===== config.mk =====
export PLATFORM = sky130hd
export DESIGN_NAME = hazard_stall_ctrl
export DESIGN_NICKNAME = d
export VERILOG_FILES = /design/src/rtl/hazard_stall_ctrl.sv
export SDC_FILE = /design/constraint.sdc
export NUM_CORES = 1
export LEC_CHECK = 0
export ABC_CLOCK_PERIOD_IN_PS = 4100
export CAP_MARGIN = 30
export CORE_ASPECT_RATIO = 0.6
export CORE_MARGIN = 3
export CORE_UTILIZATION = 48
export DETAILED_ROUTE_END_ITERATION = 8
export PLACE_DENSITY_LB_ADDON = 0.08
export SYNTH_ARGS = -nofsm -noshare
export SYNTH_HDL_FRONTEND = slang
export SYNTH_SLANG_ARGS = --single-unit
export TNS_END_PERCENT = 20

===== constraint.sdc =====
create_clock -name clk_i -period 4.1 [get_ports clk_i]
set_input_delay 0.82 -clock clk_i [delete_from_list [all_inputs] [get_ports clk_i]]
set_output_delay 0.82 -clock clk_i [all_outputs]
set_load 0.01 [all_outputs]

===== src/rtl/hazard_stall_ctrl.sv =====
// hazard_stall_ctrl: sequencing controller for the 5-stage pipeline.
// Each cycle it decides whether the front end advances, takes a bubble
// (load-use), is flushed (taken branch) or is frozen (data-memory wait).
// It also keeps a saturating stall-cycle counter and a memory-wait watchdog
// that parks the pipeline in ERROR until reset.
module hazard_stall_ctrl #(
  parameter int MAX_WAIT = 64,  // wait cycles tolerated before ERROR (>= 2)
  parameter int CNT_W    = 16   // width of stall_cnt_o
) (
  input  logic             clk_i,
  input  logic             rst_i,
  input  logic             start_i,
  input  logic             IDEX_MemRead_i,
  input  logic [4:0]       IDEX_Rd_i,
  input  logic [4:0]       IFID_Rs1_i,
  input  logic [4:0]       IFID_Rs2_i,
  input  logic             BranchTaken_i,
  input  logic             MemReq_i,
  input  logic             MemAck_i,
  output logic             PCWrite_o,
  output logic             IFID_Write_o,
  output logic             IFID_Flush_o,
  output logic             IsHazzard_o,
  output logic             PipeStall_o,
  output logic [1:0]       state_o,
  output logic [CNT_W-1:0] stall_cnt_o,
  output logic             timeout_o
);

  typedef enum logic [1:0] {
    IDLE     = 2'b00,
    RUN      = 2'b01,
    MEM_WAIT = 2'b10,
    ERROR    = 2'b11
  } state_t;

  // waitCnt never exceeds MAX_WAIT-1, so clog2(MAX_WAIT) bits are enough.
  localparam int                WAIT_W    = $clog2(MAX_WAIT);
  localparam logic [WAIT_W-1:0] waitLimit = WAIT_W'(MAX_WAIT - 1);
  localparam logic [CNT_W-1:0]  cntMax    = '1;

  state_t            state;
  logic [WAIT_W-1:0] waitCnt;
  logic [CNT_W-1:0]  stallCnt;
  logic              timeoutFlag;

  logic loadUseHaz;
  logic memMiss;

  // A load in EX feeding either source of the instruction in ID; x0 never hazards.
  assign loadUseHaz = IDEX_MemRead_i && (IDEX_Rd_i != 5'd0) &&
                      ((IDEX_Rd_i == IFID_Rs1_i) || (IDEX_Rd_i == IFID_Rs2_i));

  // A memory access that did not complete in its issue cycle.
  assign memMiss = MemReq_i && !MemAck_i;

  // Pipeline control decode: state plus same-cycle hazard inputs.
  always_comb begin
    // NOTE: every output gets a default first so no path leaves one unassigned
    // (which would infer a latch).
    PCWrite_o    = 1'b0;
    IFID_Write_o = 1'b0;
    IFID_Flush_o = 1'b0;
    IsHazzard_o  = 1'b0;
    PipeStall_o  = 1'b0;
    unique case (state)
      IDLE: begin
        IsHazzard_o = 1'b1;
      end
      RUN: begin
        if (memMiss) begin
          // Freeze everything; hazards and branches are re-evaluated later.
          PipeStall_o = 1'b1;
        end else if (loadUseHaz) begin
          // One bubble; branch operands are stale so the branch is ignored.
          IsHazzard_o = 1'b1;
        end else if (BranchTaken_i) begin
          PCWrite_o    = 1'b1;
          IFID_Write_o = 1'b1;
          IFID_Flush_o = 1'b1;
        end else begin
          PCWrite_o    = 1'b1;
          IFID_Write_o = 1'b1;
        end
      end
      MEM_WAIT, ERROR: begin
        // Freeze, not bubble: the zeroing mux stays deselected.
        PipeStall_o = 1'b1;
      end
      default: begin
        IsHazzard_o = 1'b1;
      end
    endcase
  end

  // Sequencing FSM with the memory-wait watchdog and sticky timeout flag.
  always_ff @(posedge clk_i or posedge rst_i) begin
    if (rst_i) begin
      state       <= IDLE;
      waitCnt     <= '0;
      timeoutFlag <= 1'b0;
    end else begin
      // NOTE: sequential state uses non-blocking assignments so every register
      // samples values from before this edge, independent of statement order.
      unique case (state)
        IDLE: begin
          if (start_i) state <= RUN;
        end
        RUN: begin
          if (memMiss) begin
            state   <= MEM_WAIT;
            waitCnt <= WAIT_W'(1);
          end
        end
        MEM_WAIT: begin
          // Only the ack ends a wait; a late ack on the limit cycle still wins.
          if (MemAck_i) begin
            state   <= RUN;
            waitCnt <= '0;
          end else if (waitCnt == waitLimit) begin
            state       <= ERROR;
            timeoutFlag <= 1'b1;
          end else begin
            waitCnt <= waitCnt + WAIT_W'(1);
          end
        end
        ERROR: begin
          // Parked until reset.
          timeoutFlag <= 1'b1;
        end
        default: begin
          state <= IDLE;
        end
      endcase
    end
  end

  // Saturating count of front-end stall cycles while executing.
  always_ff @(posedge clk_i or posedge rst_i) begin
    if (rst_i) begin
      stallCnt <= '0;
    end else if (((state == RUN) || (state == MEM_WAIT)) && !PCWrite_o &&
                 (stallCnt != cntMax)) begin
      stallCnt <= stallCnt + CNT_W'(1);
    end
  end

  assign state_o     = state;
  assign stall_cnt_o = stallCnt;
  assign timeout_o   = timeoutFlag;

endmodule


==> summary.md <==
| Metric | Value |
|---|---|
| Largest cells by area after synthesis | `sky130_fd_sc_hd__dfrtp_1 40%, sky130_fd_sc_hd__xor2_1 7.9%, sky130_fd_sc_hd__xnor2_1 7.3%` |
| Total number of vias | `1317` |
| Finish-stage setup viols | `0` |
| Number of nets in the layout | `between 200 and 250` |
| Critical path capture point type | `output pin` |
| Portion of synthesized cell area occupied by the leading cell type | `40.1%` |
| Worst-Margin Slew | `between 0.4 and 0.5 ns` |
| Number of DRC violations after detailed-routing iteration 0 | `85` |
| Prevailing post-synth register cell | `sky130_fd_sc_hd__dfrtp_1` |
| Commonest cells in the netlist | `25 x sky130_fd_sc_hd__dfrtp_1, 16 x sky130_fd_sc_hd__nand4_1, 14 x sky130_fd_sc_hd__xor2_1` |
| Core outline area | `2980 um^2` |
| Class of the most critical setup path | `in2out` |
| Headroom to the max-slew limit | `66.5%` |
| Share of flip-flops with an asynchronous set or reset after synthesis | `100%` |
| Reg-to-reg setup timing slack | `1.80 ns` |
| Routability cong. | `0.851` |
| Number of fillers in the final layout | `233` |
| Post CTS Setup Buffer Count | `0` |
| Number of iterations in the first detailed-routing pass | `4` |
| DIE AREA | `3990 um^2` |
| Via count of the first global-routing pass | `1368` |
| Number of hold buffers added after cts | `0` |
| Number of max-cap violations | `0` |
| DPL Wire Length | `3120 um` |
| Area growth from synthesis to layout | `36.0%` |
| Peak supply drop | `0.379 mV` |
| Result of the run | `complete, no violations` |
| Adder-cell area share of the yosys netlist | `6.42%` |
| Power per standard cell area | `about 470 nW/um^2` |
| Number of resized instances in the post-cts repair step | `0` |
| Mux cell area share after synthesis | `roughly 2.1%` |
| Starting utilization of the core area | `a little over half` |
| Setup TNS | `0 ns` |
| Number of buffers on the longest clock path | `2` |
| Post-synth net total | `184` |
| Global Route Usage Sum | `21.6%` |
| Data required time of the critical path | `between 3 and 4 ns` |
| Total gr overflow | `0` |
| Number of buffers created by CTS | `3` |
| Worst Path Arrival | `2.86 ns` |
| Average footprint of a synthesized cell | `roughly 10 um^2` |
| Floorplan die width | `79.6 um` |
| Clock period minus final worst setup slack | `3.68 ns` |
| Vias/cell | `about 5.4` |
| Buffer type at the clock tree root | `sky130_fd_sc_hd__clkbuf_8` |
| Maximum fanout count along the critical path | `3` |
| Area fraction in compound gates after synthesis | `8.82%` |
| Clk pin slew, worst setup/hold paths | `about 0.090 ns` |
| Number of synthesized flops with an enable pin | `0` |
| Site row count | `15` |
| Top-level port count | `46` |
| Highest attainable clock frequency | `271 MHz` |
| Maximum number of pins on one net before global-route repair | `26` |
| Worst Skew | `0.00653 ns` |
| Post-detailed-routing wire length | `3950 um` |
| Number of design rule violations left after detail routing | `0` |
| WL per Instance | `16.2 um` |
| Largest family of logic cells by synthesized area | `simple AND/OR/NAND/NOR gates` |
| CP Buf/Inv Count | `3` |
| Cell-by-cell listing of the critical path | `clkdlybuf4s50_1, or4_4, o21ai_4, o21ai_4, inv_1, and2_1, clkdlybuf4s50_1` |
| Sequential area share after synthesis | `about two fifths` |
| Parity-gate share of the synthesized area counting xor and xnor cells | `15.2%` |
| Static leakage | `between 0.8 and 0.9 nW` |
| Diodes inserted | `0` |
| Fraction of final layout cells sized beyond drive strength 1 | `8.42%` |
| Count of unique library cells instantiated by Yosys | `38` |
| Delay of the slowest cell on the worst path | `0.57 ns` |
| Total design power | `0.00100 W` |
| Cell family contributing the most delay on the critical path | `buffers and inverters` |
| RSZ-0062 raised after global routing | `false` |
| Final worst-path cycle share | `~90%` |
| Max Transition Viols Final | `0` |
| Count of clock tree sinks | `25` |
| Seq cells post-synth | `25` |
| Slowest cell on the critical path | `sky130_fd_sc_hd__or4_4` |
| Insertion delay to the later sink of the worst-skew pair | `approximately 0.27 ns` |
| Die height | `50.2 um` |
| Most common cell in the synthesized netlist | `sky130_fd_sc_hd__dfrtp_1` |
| Number of cells produced by synthesis | `154` |
| Residual antenna-violating net count after detailed routing | `0` |
| Synth Area in Simple Gates | `between 20% and 30%` |
| Number of levels the H-tree was split into | `1` |
| Warning count from the yosys run | `0` |
| Largest area contributor in the netlist | `sky130_fd_sc_hd__dfrtp_1` |
| CP Launch Type | `input port` |
| First-pass GRT wire length | `6620 um` |
| Class of the tightest hold or removal check | `reg2reg` |
| Final hold violation count | `0` |
| CTS tree | `built` |
| Cell area after synthesis | `~1600 um^2` |
| Number of antenna violations at the first check in global routing | `0` |
| Port-buffer cells | `45` |
[final timing paths]
check                              from         endpoint  cells past startpoint
min in group asynchronous         rst_i       waitCnt[3]                      3
max                        IDEX_Rd_i[1]     IFID_Flush_o                      7
max reg2reg                  state_o[0]  stall_cnt_o[14]                      7
min reg2reg                   timeout_o        timeout_o                      2
min                           timeout_o        timeout_o                      2
max in group asynchronous         rst_i   stall_cnt_o[6]                      3
[where the power goes]
| part | internal (W) | leakage (nW) | switching (W) |
|---|---|---|---|
| combinational | 0.000245 | 0.543 | 0.000242 |
| clock | 0.0000680 | 0.0255 | 0.0000773 |
| sequential | 0.000299 | 0.326 | 0.0000713 |
[tightest hold or removal path, delay by kind of cell, from the launching register on]
family             cells  cell delay [ns]
AOI/OAI and AO/OA      1             0.04
DFF                    1             0.36
and+or+nand+nor        1             0.05
[layout by cell type (no fill, tap or decap), types with 6 or more instances in the layout]
master | Yosys | final
sky130_fd_sc_hd__clkdlybuf4s50_1 | 0 | 45
sky130_fd_sc_hd__dfrtp_1 | 25 | 25
sky130_fd_sc_hd__nand4_1 | 16 | 16
sky130_fd_sc_hd__xor2_1 | 14 | 14
sky130_fd_sc_hd__xnor2_1 | 13 | 13
sky130_fd_sc_hd__nor2_1 | 12 | 12
sky130_fd_sc_hd__inv_1 | 8 | 8
sky130_fd_sc_hd__nand2_1 | 8 | 8
sky130_fd_sc_hd__ha_1 | 8 | 8
sky130_fd_sc_hd__o21ai_0 | 6 | 6
[per-stage QoR]
step           hold slack (ns)  util (%)  worst slack [ns]  std cells  instance area, um^2
2_1_floorplan            0.497         -              1.24        154                 1560
3_3_place_gp             0.466      68.6             0.457        239                 2050
3_5_place_dp             0.469      68.6             0.412        239                 2050
4_1_cts                  0.490      70.2             0.410        243                 2090
5_1_grt                  0.522      71.1             0.321        244                 2120
6_report                 0.483      71.1             0.415        244                 2120
[area by class of cell]
type	count	area [um^2]	share of cell area (%)
multi-input combinational	118	882	41.6
sequential	25	626	29.5
timing repair buffer	47	485	22.9
tap	42	52.6	2.48
clock buffer	3	41.3	1.95
inverter	8	30.0	1.42
clock inverter	1	5.00	0.236
[state kept, by name, summed over array words and instances, names as in the netlist]
| register | count |
|---|---|
| waitCnt | 6 |
| state_o | 2 |
| stall_cnt_o | 16 |
| timeout_o | 1 |
[kinds of logic (layout without fill, tap and decap cells)]
kind of cell / after synthesis / in the layout
mux: 3 / 3
xor+xnor: 27 / 27
compound gates: 16 / 16
fa+ha+maj: 8 / 8
simple gates: 64 / 64
buf+inv: 11 / 59
flops: 25 / 25
[routing by layer]
metal  global-route usage (%)  wire length [um]  up-vias  part of all wire (%)
li1                         -                 -      636                     -
met1                     30.4              1900      635                    48
met2                     32.5              1780       38                    45
met3                     5.38               187        8                   4.7
met4                     7.14                76        0                   1.9
met5                        0                 0        -                     0
Note: power is estimated with default switching activity, not from simulation.
